--- src/rtl/fb_pkg.sv ---
// Shared frame-buffer definitions.
//   FB_WIDTH / FB_HEIGHT / FB_DEPTH : panel geometry, in 16-bit RGB565 words
//   ADDR_W / DATA_W / STARVE_W      : bus and counter widths
//   fb_state_e                      : write-arbiter FSM states
//   fb_in_range()                   : address bounds check shared by writers
package fb_pkg;

  localparam int unsigned FB_WIDTH  = 320;
  localparam int unsigned FB_HEIGHT = 240;
  localparam int unsigned FB_DEPTH  = FB_WIDTH * FB_HEIGHT;

  localparam int unsigned ADDR_W   = 17;
  localparam int unsigned DATA_W   = 16;
  localparam int unsigned STARVE_W = 4;

  typedef enum logic {
    ARB   = 1'b0,
    CLEAR = 1'b1
  } fb_state_e;

  function automatic logic fb_in_range(input logic [ADDR_W-1:0] addr,
                                       input int unsigned depth);
    return 32'(addr) < depth;
  endfunction

endpackage

--- src/rtl/fb_write_arbiter.sv ---
// Frame-buffer write arbiter: merges camera and overlay (gfx) pixel writes
// onto a single frame-buffer write port, and can fill the whole buffer with
// one colour.
//   clk, reset_n                    : clock, async active-low reset
//   cam_valid/ready/addr/data       : camera write stream (priority requester)
//   gfx_valid/ready/addr/data       : overlay write stream (anti-starvation)
//   clr_start, clr_color            : fill request pulse and colour
//   clr_busy, clr_done              : fill in progress / completion pulse
//   fb_we, fb_wAddr, fb_wData       : registered frame-buffer write port
//   oob_err                         : sticky out-of-range write flag
module fb_write_arbiter #(
  parameter int unsigned FB_DEPTH     = fb_pkg::FB_DEPTH,
  parameter int unsigned STARVE_LIMIT = 8
) (
  input  logic        clk,
  input  logic        reset_n,
  input  logic        cam_valid,
  output logic        cam_ready,
  input  logic [16:0] cam_addr,
  input  logic [15:0] cam_data,
  input  logic        gfx_valid,
  output logic        gfx_ready,
  input  logic [16:0] gfx_addr,
  input  logic [15:0] gfx_data,
  input  logic        clr_start,
  input  logic [15:0] clr_color,
  output logic        clr_busy,
  output logic        clr_done,
  output logic        fb_we,
  output logic [16:0] fb_wAddr,
  output logic [15:0] fb_wData,
  output logic        oob_err
);
  import fb_pkg::*;

  localparam logic [ADDR_W-1:0]   LAST_ADDR  = ADDR_W'(FB_DEPTH - 1);
  localparam logic [STARVE_W-1:0] STARVE_MAX = '1;

  fb_state_e           state_q, state_d;
  logic [ADDR_W-1:0]   fill_q, fill_d;
  logic [DATA_W-1:0]   color_q, color_d;
  logic [STARVE_W-1:0] starve_q, starve_d;
  logic                we_q, we_d;
  logic [ADDR_W-1:0]   addr_q, addr_d;
  logic [DATA_W-1:0]   data_q, data_d;
  logic                done_q, done_d;
  logic                oob_q, oob_d;

  logic starve_hit, cam_grant, gfx_grant;

  assign starve_hit = 32'(starve_q) >= STARVE_LIMIT;

  // Readies depend only on state, the other requester's valid and the
  // starve counter, never on the requester's own address/data.
  always_comb begin
    cam_ready = 1'b0;
    gfx_ready = 1'b0;
    if (state_q == ARB) begin
      cam_ready = !starve_hit;
      gfx_ready = starve_hit || !cam_valid;
    end
  end

  assign cam_grant = cam_valid && cam_ready;
  assign gfx_grant = gfx_valid && gfx_ready;

  always_comb begin
    state_d = state_q;
    fill_d  = fill_q;
    color_d = color_q;
    we_d    = 1'b0;
    addr_d  = addr_q;
    data_d  = data_q;
    done_d  = 1'b0;
    oob_d   = oob_q;
    unique case (state_q)
      ARB: begin
        if (cam_grant) begin
          addr_d = cam_addr;
          data_d = cam_data;
          we_d   = fb_in_range(cam_addr, FB_DEPTH);
          oob_d  = oob_q || !fb_in_range(cam_addr, FB_DEPTH);
        end else if (gfx_grant) begin
          addr_d = gfx_addr;
          data_d = gfx_data;
          we_d   = fb_in_range(gfx_addr, FB_DEPTH);
          oob_d  = oob_q || !fb_in_range(gfx_addr, FB_DEPTH);
        end
        // A grant in the clr_start cycle is still written: it lands in the
        // first CLEAR cycle, and fill writes trail the counter by one cycle.
        if (clr_start) begin
          state_d = CLEAR;
          fill_d  = '0;
          color_d = clr_color;
        end
      end
      CLEAR: begin
        we_d   = 1'b1;
        addr_d = fill_q;
        data_d = color_q;
        fill_d = fill_q + 1'b1;
        if (fill_q == LAST_ADDR) begin
          state_d = ARB;
          done_d  = 1'b1;
        end
      end
      default: state_d = ARB;
    endcase
  end

  // Saturating count of cycles gfx has waited; keeps counting while a fill
  // blocks it, so a long-stalled overlay wins the first ARB cycle.
  always_comb begin
    starve_d = starve_q;
    if (gfx_grant)
      starve_d = '0;
    else if (gfx_valid && starve_q != STARVE_MAX)
      starve_d = starve_q + 1'b1;
  end

  always_ff @(posedge clk or negedge reset_n) begin
    if (!reset_n) begin
      state_q  <= ARB;
      fill_q   <= '0;
      color_q  <= '0;
      starve_q <= '0;
      we_q     <= 1'b0;
      addr_q   <= '0;
      data_q   <= '0;
      done_q   <= 1'b0;
      oob_q    <= 1'b0;
    end else begin
      state_q  <= state_d;
      fill_q   <= fill_d;
      color_q  <= color_d;
      starve_q <= starve_d;
      we_q     <= we_d;
      addr_q   <= addr_d;
      data_q   <= data_d;
      done_q   <= done_d;
      oob_q    <= oob_d;
    end
  end

  assign fb_we    = we_q;
  assign fb_wAddr = addr_q;
  assign fb_wData = data_q;
  assign clr_busy = (state_q == CLEAR);
  assign clr_done = done_q;
  assign oob_err  = oob_q;

endmodule

--- config.mk ---
export PLATFORM = sky130hd
export DESIGN_NAME = fb_write_arbiter
export DESIGN_NICKNAME = d
export VERILOG_FILES = /design/src/rtl/fb_pkg.sv /design/src/rtl/fb_write_arbiter.sv
export SDC_FILE = /design/constraint.sdc
export NUM_CORES = 1
export LEC_CHECK = 0
export CAP_MARGIN = 20
export CORE_ASPECT_RATIO = 0.7
export CORE_MARGIN = 3
export CORE_UTILIZATION = 48
export CTS_CLUSTER_SIZE = 24
export DETAILED_ROUTE_END_ITERATION = 7
export GPL_TIMING_DRIVEN = 0
export PLACE_DENSITY = 0.89
export SYNTH_ARGS = -nofsm -noshare
export SYNTH_HDL_FRONTEND = slang
export SYNTH_SLANG_ARGS = --single-unit
--- constraint.sdc ---
create_clock -name clk -period 2.9 [get_ports clk]
set_input_delay 0.87 -clock clk [delete_from_list [all_inputs] [get_ports clk]]
set_output_delay 0.87 -clock clk [all_outputs]
set_load 0.005 [all_outputs]
==> reports/metrics.cfg <==
[worst_setup_path]
rr_endpoint = fb_we$_DFF_PN0_
critical_path_arrival_ns = 1.96
path_delay_family = buffers and inverters
ff2ff_setup_slack_ns = 1.01
critical_path.n_buffers_inverters = 3
rr_startpoint = clr_busy$_DFF_PN0_
timing.critical_path.fanout_max = 5
register_to_register_path_depth = 5
timing_worst_setup_path_type = in2out
timing.critical_path.to_type = output pin
timing.critical_path.from_type = primary input
worstPathRequired_ns = 2.03
critical-path-slowest-cell = clkdlybuf4s50_1
critical-path-max-stage-delay_ns = 0.43
path_cells = clkdlybuf4s50_1 -> nor2b_2 -> buf_6 -> nor2_1 -> clkdlybuf4s15_1

[yosys]
ys_ff_latch = 74
synth-seq-area-share_pct = 54.2
library_cells_used_by_synthesis = 36
synth.cell_area_mm2 = 0.00341
post_synth_main_area_contributors = dfrtp_1 54%, nand2_1 14%, a222oi_1 9.4%
synth.net_count = 438
synth_top_area_cell = dfrtp_1
netlist.area_leader.share_pct = 54.2
syn-mean-instance-area_um2 = 9.81
synth-warning-count = 0
netlist_instances = 348

[sta]
timing.final.crit_period_ns = 2.83
part_of_the_cycle_the_worst_path_needs_pct = 97.6
rsz_0062_raised_after_global_routing = no
max_clock_skew_ns = 0.00989
post-route-worst-setup-slack_ns = 0.0684
fmaxAchievable_mhz = 353
slew_headroom_pct = 38.4
holdWs_ns = 0.472
final_count_of_negative_setup_slack_endpoints = 0
totalNegativeSetupSlack_ns = 0
tightest_slew_ns = 0.924
final_hold_viol_count = 0
final-max-slew-violation-count = 0

[grt]
antenna_violations_before_repair = 0
grt_remaining_overflow = 0
maximum_number_of_pins_on_one_net_before_global_route_repair = 75
grt_util_all_layers_pct = 27.7
grt_pass1_wl_um = 17600
grt_pass1_vias = 3487

[pwr]
power_per_cell_area_mw_per_mm2 = 672
finalPower_mw = 3.39
peakVddDrop_mv = 0.413
leakage_nw = 2.23

[die]
die_boundary_width_um = 107
placement_rows = 25
die_h_um = 76.6
core_area_mm2 = 0.00682
floorplan.die_area_mm2 = 0.00818
io_pins = 126
initial_utilization_pct = 50.1

[final_layout]
syn_to_final_growth_pct = 47.8
finalNetCount = 573
area.sequential_mm2 = 0.00185
insertedDiodeCount = 0
count_of_placed_standard_cells_in_the_final_layout_fillers_left_out = 582
total_area_of_multi_input_combinational_cells_mm2 = 0.00142
final_area_mm2 = 0.00505
final_util_pct = 74.0
fillerInstances = 509
drive_gt1_share_pct = 8.81

[placed_design]
gpl.final_weighted_congestion = 0.866
detailed_place.area_mm2 = 0.00478
minimum_setup_slack_after_placement_ns = -0.199
numPortBuffers = 125
hpwl_um = 7770
placed_instance_count = 567

[route]
via_count = 3378
drt.antenna.violating_nets = 0
wl_um = 11000
vias_per_cell = 5.80
post_drt_wl_per_cell_um = 19.0
drcViolationCount = 0
maxUsedRoutingLayer = met4
routedLengthMet1_um = 4300
met2_length_um = 5290
detail_route.first_pass.iterations = 6
detail_route.iter0.violations = 377
met3_wirelength_um = 1230

[clocking]
cts.root.buffer_cell = clkbuf_8
insertion_delay_of_the_later_clocked_pin_in_the_worst_skew_pair_ns = 0.35
clock_tree.buffer_depth = 2
clk_pin_slew_worst_paths_ns = 0.08
cts_tree = built
cts.htree.levels = 3
cts_buffers = 9
cts.sinks = 74

[outcome]
run_status = finished clean

[run]
drv_cap = 0

[hold_path]
holdPathStages = 1
worst_hold_path_type = reg2reg
timing.hold.worst.start = oob_err$_DFFE_PN0P_
worstHoldEndpoint = oob_err$_DFFE_PN0P_

-- worst max path at each step --
stage / startpoint / to / slack (ns) / cells past startpoint
6_report: cam_valid / gfx_ready / 0.07 / 5
5_1_grt: cam_valid / gfx_ready / 0.02 / 5
4_1_cts: cam_valid / gfx_ready / 0.02 / 5
3_5_place_dp: cam_valid / gfx_ready / -0.20 / 5
3_3_place_gp: reset_n / starve_q[1]$_DFFE_PN0P_ / -1.51 / 1
2_1_floorplan: cam_valid / gfx_ready / 0.81 / 3
-- synth_stat cells (all sizes together) --
| cell | n |
|---|---|
| nor3b | 2 |
| nand4 | 5 |
| o22ai | 2 |
| a21oi | 2 |
| nand3b | 1 |
| nand2 | 131 |
| mux2 | 1 |
| nor2b | 2 |
| nand3 | 14 |
| o21ai | 10 |
| mux2i | 7 |
| inv | 2 |
| nor2 | 12 |
| nor4b | 1 |
| o211ai | 2 |
| dfrtp | 74 |
| xor2 | 4 |
| clkbuf | 2 |
| a222oi | 32 |
| buf | 20 |
| ha | 3 |
| xnor2 | 1 |
| o31ai | 2 |
| and4 | 3 |
| and3 | 5 |
| a211o | 1 |
| a211oi | 1 |
| clkinv | 1 |
| nor3 | 3 |
| a21o | 2 |
-- sequential cells by signal (all words and copies together) (netlist names) --
name,cells
color_q,16
fill_q,17
fb_wData,16
clr_busy,1
fb_wAddr,17
clr_done,1
fb_we,1
starve_q,4
oob_err,1
-- cell usage in the layout, fill, tap and decap left out, types with 3 or more instances in the layout --
cell,instances
xor2_1,4
bufinv_16,4
buf_2,12
buf_6,4
clkdlybuf4s50_1,123
nand4_1,5
and4_1,3
dfrtp_1,74
buf_4,4
a222oi_1,32
nor2_1,12
and3_1,5
mux2i_1,7
o21ai_0,10
ha_1,3
nand2_1,130
nand3_1,13
clkbuf_8,9
-- metal layers --
| layer | track usage (%) | vias to the layer above |
|---|---|---|
| met1 | 35.7 | 1641 |
| met3 | 9.23 | 21 |
| li1 | - | 1515 |
| met2 | 43.8 | 201 |
| met4 | 9.71 | 0 |
| met5 | 0 | - |
-- where the power goes --
group	leakage, nW	switching, mW	internal (mW)
combinational	1.21	0.341	0.504
sequential	0.897	0.224	1.27
clock	0.129	0.396	0.658
total	2.23	0.961	2.43
-- layout make-up --
cell class,instances,share of cell area [%]
inverter,3,0.223
timing repair buffer,125,24.7
clock buffer,9,2.45
sequential,74,36.7
tap,94,2.33
multi-input combinational,249,28.1
buffer,21,2.68
clock inverter,7,2.80
-- worst reg2reg max path, delay by kind of cell, from the launching register on --
kind / cells / cell delay (ns)
AOI/OAI and AO/OA: 2 / 0.48
buffers and inverters: 1 / 0.21
DFF: 1 / 0.38
and+or+nand+nor: 2 / 0.70
-- what timing repair did --
item	in CTS	in global routing
hold buffers	0	0
cloned	0	0
endpoints found under the setup margin	1	2
setup buffers	0	0
gates resized for setup	1	4
-- kinds of logic after synthesis --
group | count (synthesis) | synth area share [%]
DFF | 74 | 54.2
and+or+nand+nor | 179 | 23.3
AOI/OAI and AO/OA | 54 | 13.3
xor gates and xnor gates | 5 | 1.28
muxes | 8 | 2.38
buffers and inverters | 25 | 4.36
adders and majority gates | 3 | 1.10
Power figures use the tool's default switching activity.
